<file path="src/rtl/sub_pkg.sv">
// Shared types and defaults for the bit-serial subtractor.
package sub_pkg;

  localparam int unsigned DEFAULT_WIDTH = 4;

  typedef enum logic [1:0] {
    IDLE = 2'd0,
    RUN  = 2'd1,
    DONE = 2'd2
  } state_e;

endpackage : sub_pkg

</file>
<file path="src/rtl/full_subtractor.sv">
// Single-bit full subtractor: d = a - b - bin, with borrow-out.
module full_subtractor (
  input  logic a,
  input  logic b,
  input  logic bin,
  output logic d,
  output logic bout
);

  // Difference bit and borrow generated/propagated by this position
  always_comb begin
    d    = a ^ b ^ bin;
    bout = (~a & b) | (~(a ^ b) & bin);
  end

endmodule : full_subtractor

</file>
<file path="src/rtl/serial_subtractor.sv">
// Bit-serial LSB-first subtractor (diff = x - y - bin) behind valid/ready handshakes.
module serial_subtractor
  import sub_pkg::*;
#(
  parameter int unsigned WIDTH = DEFAULT_WIDTH
) (
  input  logic             clk,
  input  logic             rst_n,
  input  logic             in_valid,
  output logic             in_ready,
  input  logic [WIDTH-1:0] x,
  input  logic [WIDTH-1:0] y,
  input  logic             bin,
  output logic             out_valid,
  input  logic             out_ready,
  output logic [WIDTH-1:0] diff,
  output logic             bout,
  output logic             ovf
);

  localparam int unsigned CNT_W = $clog2(WIDTH) + 1;

  state_e             state_q, state_d;
  logic [WIDTH-1:0]   xs_q, xs_d;
  logic [WIDTH-1:0]   ys_q, ys_d;
  logic [WIDTH-1:0]   res_q, res_d;
  logic               borrow_q, borrow_d;
  logic               bmsb_q, bmsb_d;
  logic [CNT_W-1:0]   cnt_q, cnt_d;
  logic               in_ready_q, in_ready_d;
  logic               out_valid_q, out_valid_d;
  logic [WIDTH-1:0]   diff_q, diff_d;
  logic               bout_q, bout_d;
  logic               ovf_q, ovf_d;

  logic               cell_d;
  logic               cell_bout;

  // The one arithmetic cell, fed by the low bits of the operand shifters
  full_subtractor u_cell (
    .a    (xs_q[0]),
    .b    (ys_q[0]),
    .bin  (borrow_q),
    .d    (cell_d),
    .bout (cell_bout)
  );

  // Next-state, datapath shifting and output updates
  always_comb begin
    state_d     = state_q;
    xs_d        = xs_q;
    ys_d        = ys_q;
    res_d       = res_q;
    borrow_d    = borrow_q;
    bmsb_d      = bmsb_q;
    cnt_d       = cnt_q;
    in_ready_d  = in_ready_q;
    out_valid_d = out_valid_q;
    diff_d      = diff_q;
    bout_d      = bout_q;
    ovf_d       = ovf_q;

    unique case (state_q)
      IDLE: begin
        if (in_valid && in_ready_q) begin
          xs_d       = x;
          ys_d       = y;
          borrow_d   = bin;
          cnt_d      = '0;
          in_ready_d = 1'b0;
          state_d    = RUN;
        end
      end

      RUN: begin
        xs_d     = xs_q >> 1;
        ys_d     = ys_q >> 1;
        res_d    = (res_q >> 1) | {cell_d, {(WIDTH-1){1'b0}}};
        borrow_d = cell_bout;
        cnt_d    = cnt_q + CNT_W'(1);
        // Borrow out of bit WIDTH-2 is the borrow into the MSB
        if (cnt_q == CNT_W'(WIDTH - 2)) begin
          bmsb_d = cell_bout;
        end
        if (cnt_q == CNT_W'(WIDTH - 1)) begin
          diff_d      = res_d;
          bout_d      = cell_bout;
          ovf_d       = bmsb_q ^ cell_bout;
          out_valid_d = 1'b1;
          state_d     = DONE;
        end
      end

      DONE: begin
        if (out_ready) begin
          out_valid_d = 1'b0;
          in_ready_d  = 1'b1;
          state_d     = IDLE;
        end
      end

      default: begin
        out_valid_d = 1'b0;
        in_ready_d  = 1'b1;
        state_d     = IDLE;
      end
    endcase
  end

  // State and datapath registers with asynchronous reset
  always_ff @(posedge clk or negedge rst_n) begin
    if (!rst_n) begin
      state_q     <= IDLE;
      xs_q        <= '0;
      ys_q        <= '0;
      res_q       <= '0;
      borrow_q    <= 1'b0;
      bmsb_q      <= 1'b0;
      cnt_q       <= '0;
      in_ready_q  <= 1'b1;
      out_valid_q <= 1'b0;
      diff_q      <= '0;
      bout_q      <= 1'b0;
      ovf_q       <= 1'b0;
    end else begin
      state_q     <= state_d;
      xs_q        <= xs_d;
      ys_q        <= ys_d;
      res_q       <= res_d;
      borrow_q    <= borrow_d;
      bmsb_q      <= bmsb_d;
      cnt_q       <= cnt_d;
      in_ready_q  <= in_ready_d;
      out_valid_q <= out_valid_d;
      diff_q      <= diff_d;
      bout_q      <= bout_d;
      ovf_q       <= ovf_d;
    end
  end

  assign in_ready  = in_ready_q;
  assign out_valid = out_valid_q;
  assign diff      = diff_q;
  assign bout      = bout_q;
  assign ovf       = ovf_q;

endmodule : serial_subtractor

</file>
<file path="config.mk">
export PLATFORM = sky130hd
export DESIGN_NAME = serial_subtractor
export DESIGN_NICKNAME = d
export VERILOG_FILES = /design/src/rtl/sub_pkg.sv /design/src/rtl/full_subtractor.sv /design/src/rtl/serial_subtractor.sv
export SDC_FILE = /design/constraint.sdc
export NUM_CORES = 1
export LEC_CHECK = 0
export ABC_AREA = 1
export ABC_CLOCK_PERIOD_IN_PS = 1300
export CAP_MARGIN = 20
export CORE_MARGIN = 10
export CORE_UTILIZATION = 51
export DETAILED_ROUTE_END_ITERATION = 7
export HOLD_SLACK_MARGIN = 0.02
export PLACE_DENSITY = 0.88
export SLEW_MARGIN = 0
export SYNTH_ARGS = -nofsm -noshare
export SYNTH_HDL_FRONTEND = slang
export SYNTH_SLANG_ARGS = --single-unit
</file>
<file path="constraint.sdc">
create_clock -name clk -period 1.3 [get_ports clk]
set_input_delay 0.26 -clock clk [delete_from_list [all_inputs] [get_ports clk]]
set_output_delay 0.26 -clock clk [all_outputs]
set_load 0.005 [all_outputs]
</file>
==> summary.md <==
| Metric | Value |
|---|---|
| Post-synth ARST share | 100% |
| Largest net degree at the start of global routing | 27 |
| FF+latch count, synth | 26 |
| Ant. Diodes | 0 |
| Initial DRC Count | 45 |
| Initial Util | 53.7% |
| Worst-Skew Late Latency | 340 ps |
| Post-synth top area share | 52.6% |
| Drt drc | 0 |
| Largest delay share family, worst path | flip-flops |
| Cell Rows | 17 |
| Worst r2r src | state_q[1]$_DFFE_PN0P_ |
| CTS clk-pin slew, worst paths | 140 ps |
| Die Width | 68.3 µm |
| TritonCTS Buffers | 3 |
| Final Skew | 8.02 ps |
| Gr usage total | 11.1% |
| Slowest CP cell | dfrtp_2 |
| Startpoint Class | flop |
| Drt wl/cell | 13.5 µm |
| GRT Residual Overflow | 0 |
| Post-synth top area cell | dfrtp_1 |
| Count leader, synth | nand2_1 |
| 1st-pass router iterations | 4 |
| Share of layout cells above drive strength 1 | 19.9% |
| Peak VDD IR | 1940 µV |
| Status | complete, no violations |
| HPWL after DPL | 1840 µm |
| Most used cell along the critical path | nand2_1 |
| PD cells | 2390 nW/µm² |
| Initial antenna violation count | 0 |
| Synth warn | 0 |
| WP depth | 7 |
| CTS tree | yes |
| Die H | 68.3 µm |
| Die ar. | 4660 µm² |
| Clock Path Buffers | 2 |
| Critical Path Max Stage Delay | 470 ps |
| Least-Margin Pin Slew | 191 ps |
| Crit path max fanout | 6 |
| Data required, critical path | 1590 ps |
| Post-layout util | 72.3% |
| Slew Viols, Final | 0 |
| Buf+Inv Stages, Crit Path | 2 |
| Number of port buffers | 20 |
| Max-slew headroom | 87.3% |
| GPL Wtd Cong | 0.844 |
| Area grow syn2layout | 34.5% |
| LEAKAGE | 0.000843 µW |
| Clock sink count | 26 |
| Via count | 1057 |
| Syn Inst Count | 139 |
| Worst min-delay path category | in -> async |
| First-pass GRT wire length | 4030 µm |
| Pwr Total | 3820 µW |
| Vias in the first global route | 974 |
| Setup CP Type | reg -> reg |
| IO Pins | 21 |
| Synth cell count leaders | nand2_1 (65), dfrtp_1 (25), inv_1 (10) |
| Share of the yosys chip area belonging to registers | 54.8% |
| Cell variety after synth | 17 |
| Mapped Nets | 156 |
| Area contributors post-synth | dfrtp_1 (53%), nand2_1 (21%), o21ai_0 (3.8%) |
| Setup crit start | state_q[1]$_DFFE_PN0P_ |
| Core footprint | 2210 µm² |
| # setup viols final | 0 |
| Leading register cell type out of synthesis | dfrtp_1 |
| Via density | 5.18 |
| Arr. time, crit path | 1570 ps |
| Mapped Area | 1190 µm² |
| Routed WL | 2750 µm |
| Mean Syn Cell Area | 8.55 µm² |
| Root Driver | clkbuf_4 |
| Hold Vio Cnt, Final | 0 |
| RR Endpoint | xs_q[0]$_DFFE_PN0P_ |
| Number of synthesized flops with an enable pin | 0 |
| R2R Setup Slk | 10 ps |
| Worst reg2reg path depth | 7 |
| H-tree depth | 1 |
| NumNets Final | 194 |
| Post-route ant nets | 0 |
| Tcrit/Tclk final | 99.1% |
| Critical path, cell by cell | buf_4 > nor2_4 > buf_4 > nand2_1 > nand2_1 > nand2_1 > nand2_1 |
| Tmin final | 1290 ps |
| Highest Clock Rate | 776 MHz |
| Maxcap violations | 0 |
| Critical Path End Type | flop |
per-stage QoR:
step | instance area, µm² | setup WS (ps) | TNS [ps] | instances | hold slack (ps)
global route | 1600 | -67.5 | -84.8 | 204 | 242
detailed placement | 1450 | -144 | -950 | 189 | 458
CTS | 1510 | 8.42 | 0 | 194 | 267
floorplan | 1190 | 119 | 0 | 139 | -35.6
finish | 1600 | 11.5 | 0 | 204 | 240
global placement | 1450 | -105 | -602 | 189 | 458
timing repair:
| action | in CTS | in global routing |
|---|---|---|
| setup endpoints to repair | 17 | 14 |
| pin swaps | 0 | 2 |
| hold buffers | 0 | 0 |
| cloned | 0 | 1 |
| resized for setup | 15 | 10 |
| buffers inserted | 1 | 9 |
layout by cell type (no fill, tap or decap):
master,count
buf_12,1
buf_2,1
buf_4,14
bufinv_16,1
clkbuf_4,3
clkdlybuf4s15_1,4
clkdlybuf4s50_1,12
clkinvlp_4,1
dfrtp_1,23
dfrtp_2,2
dfstp_2,1
dlygate4sd2_1,3
fa_2,1
ha_1,2
ha_2,1
inv_1,9
inv_2,2
nand2_1,65
nand2_2,2
nand2_4,3
nand3_1,7
nand3b_1,1
nor2_2,1
nor2_4,1
o21ai_0,7
o21ai_1,7
xor2_1,1
where the power goes:
part	total [µW]	switching, µW	internal [µW]
Combinational	1880	1020	857
Clock	567	254	313
Sequential	1370	203	1170
metal layers:
layer | track usage [%] | vias up | share of wire, %
li1 | - | 508 | -
met1 | 11.7 | 507 | 38
met2 | 20.7 | 32 | 52
met3 | 2.77 | 10 | 5.9
met4 | 3.77 | 0 | 4.2
met5 | 0 | - | 0
kinds of logic (layout without fill, tap and decap cells):
group / count (synthesis) / count (layout) / share of synthesized area, %
xor gates and xnor gates: 1 / 1 / 0.737
and+or+nand+nor: 79 / 80 / 27.7
DFF: 26 / 26 / 54.8
adders and majority gates: 4 / 4 / 4.84
buffers and inverters: 15 / 51 / 6.00
AOI/OAI and AO/OA: 14 / 14 / 5.89
worst max path at each step:
stage	to	slack (ps)
2_1_floorplan	ovf$_DFFE_PN0P_	120
6_report	xs_q[0]$_DFFE_PN0P_	10
5_1_grt	xs_q[0]$_DFFE_PN0P_	-70
3_5_place_dp	xs_q[1]$_DFFE_PN0P_	-140
3_3_place_gp	xs_q[1]$_DFFE_PN0P_	-100
4_1_cts	diff[1]	8
final cells by class:
| type | instances | area (µm²) |
|---|---|---|
| sequential | 26 | 654 |
| multi-input combinational | 99 | 492 |
| inverter | 12 | 48.8 |
| clock inverter | 1 | 30.0 |
| tap | 28 | 35.0 |
| clock buffer | 3 | 22.5 |
| timing repair buffer | 35 | 317 |
| fill | 158 | 613 |
flip-flops by register name, indices dropped and copies added, names as in the netlist:
| register | flops |
|---|---|
| bmsb_q | 1 |
| borrow_q | 1 |
| bout | 1 |
| cnt_q | 3 |
| diff | 4 |
| in_ready | 1 |
| out_valid | 1 |
| ovf | 1 |
| res_q | 3 |
| state_q | 2 |
| xs_q | 4 |
| ys_q | 4 |
(Power assumes the default switching activity.)
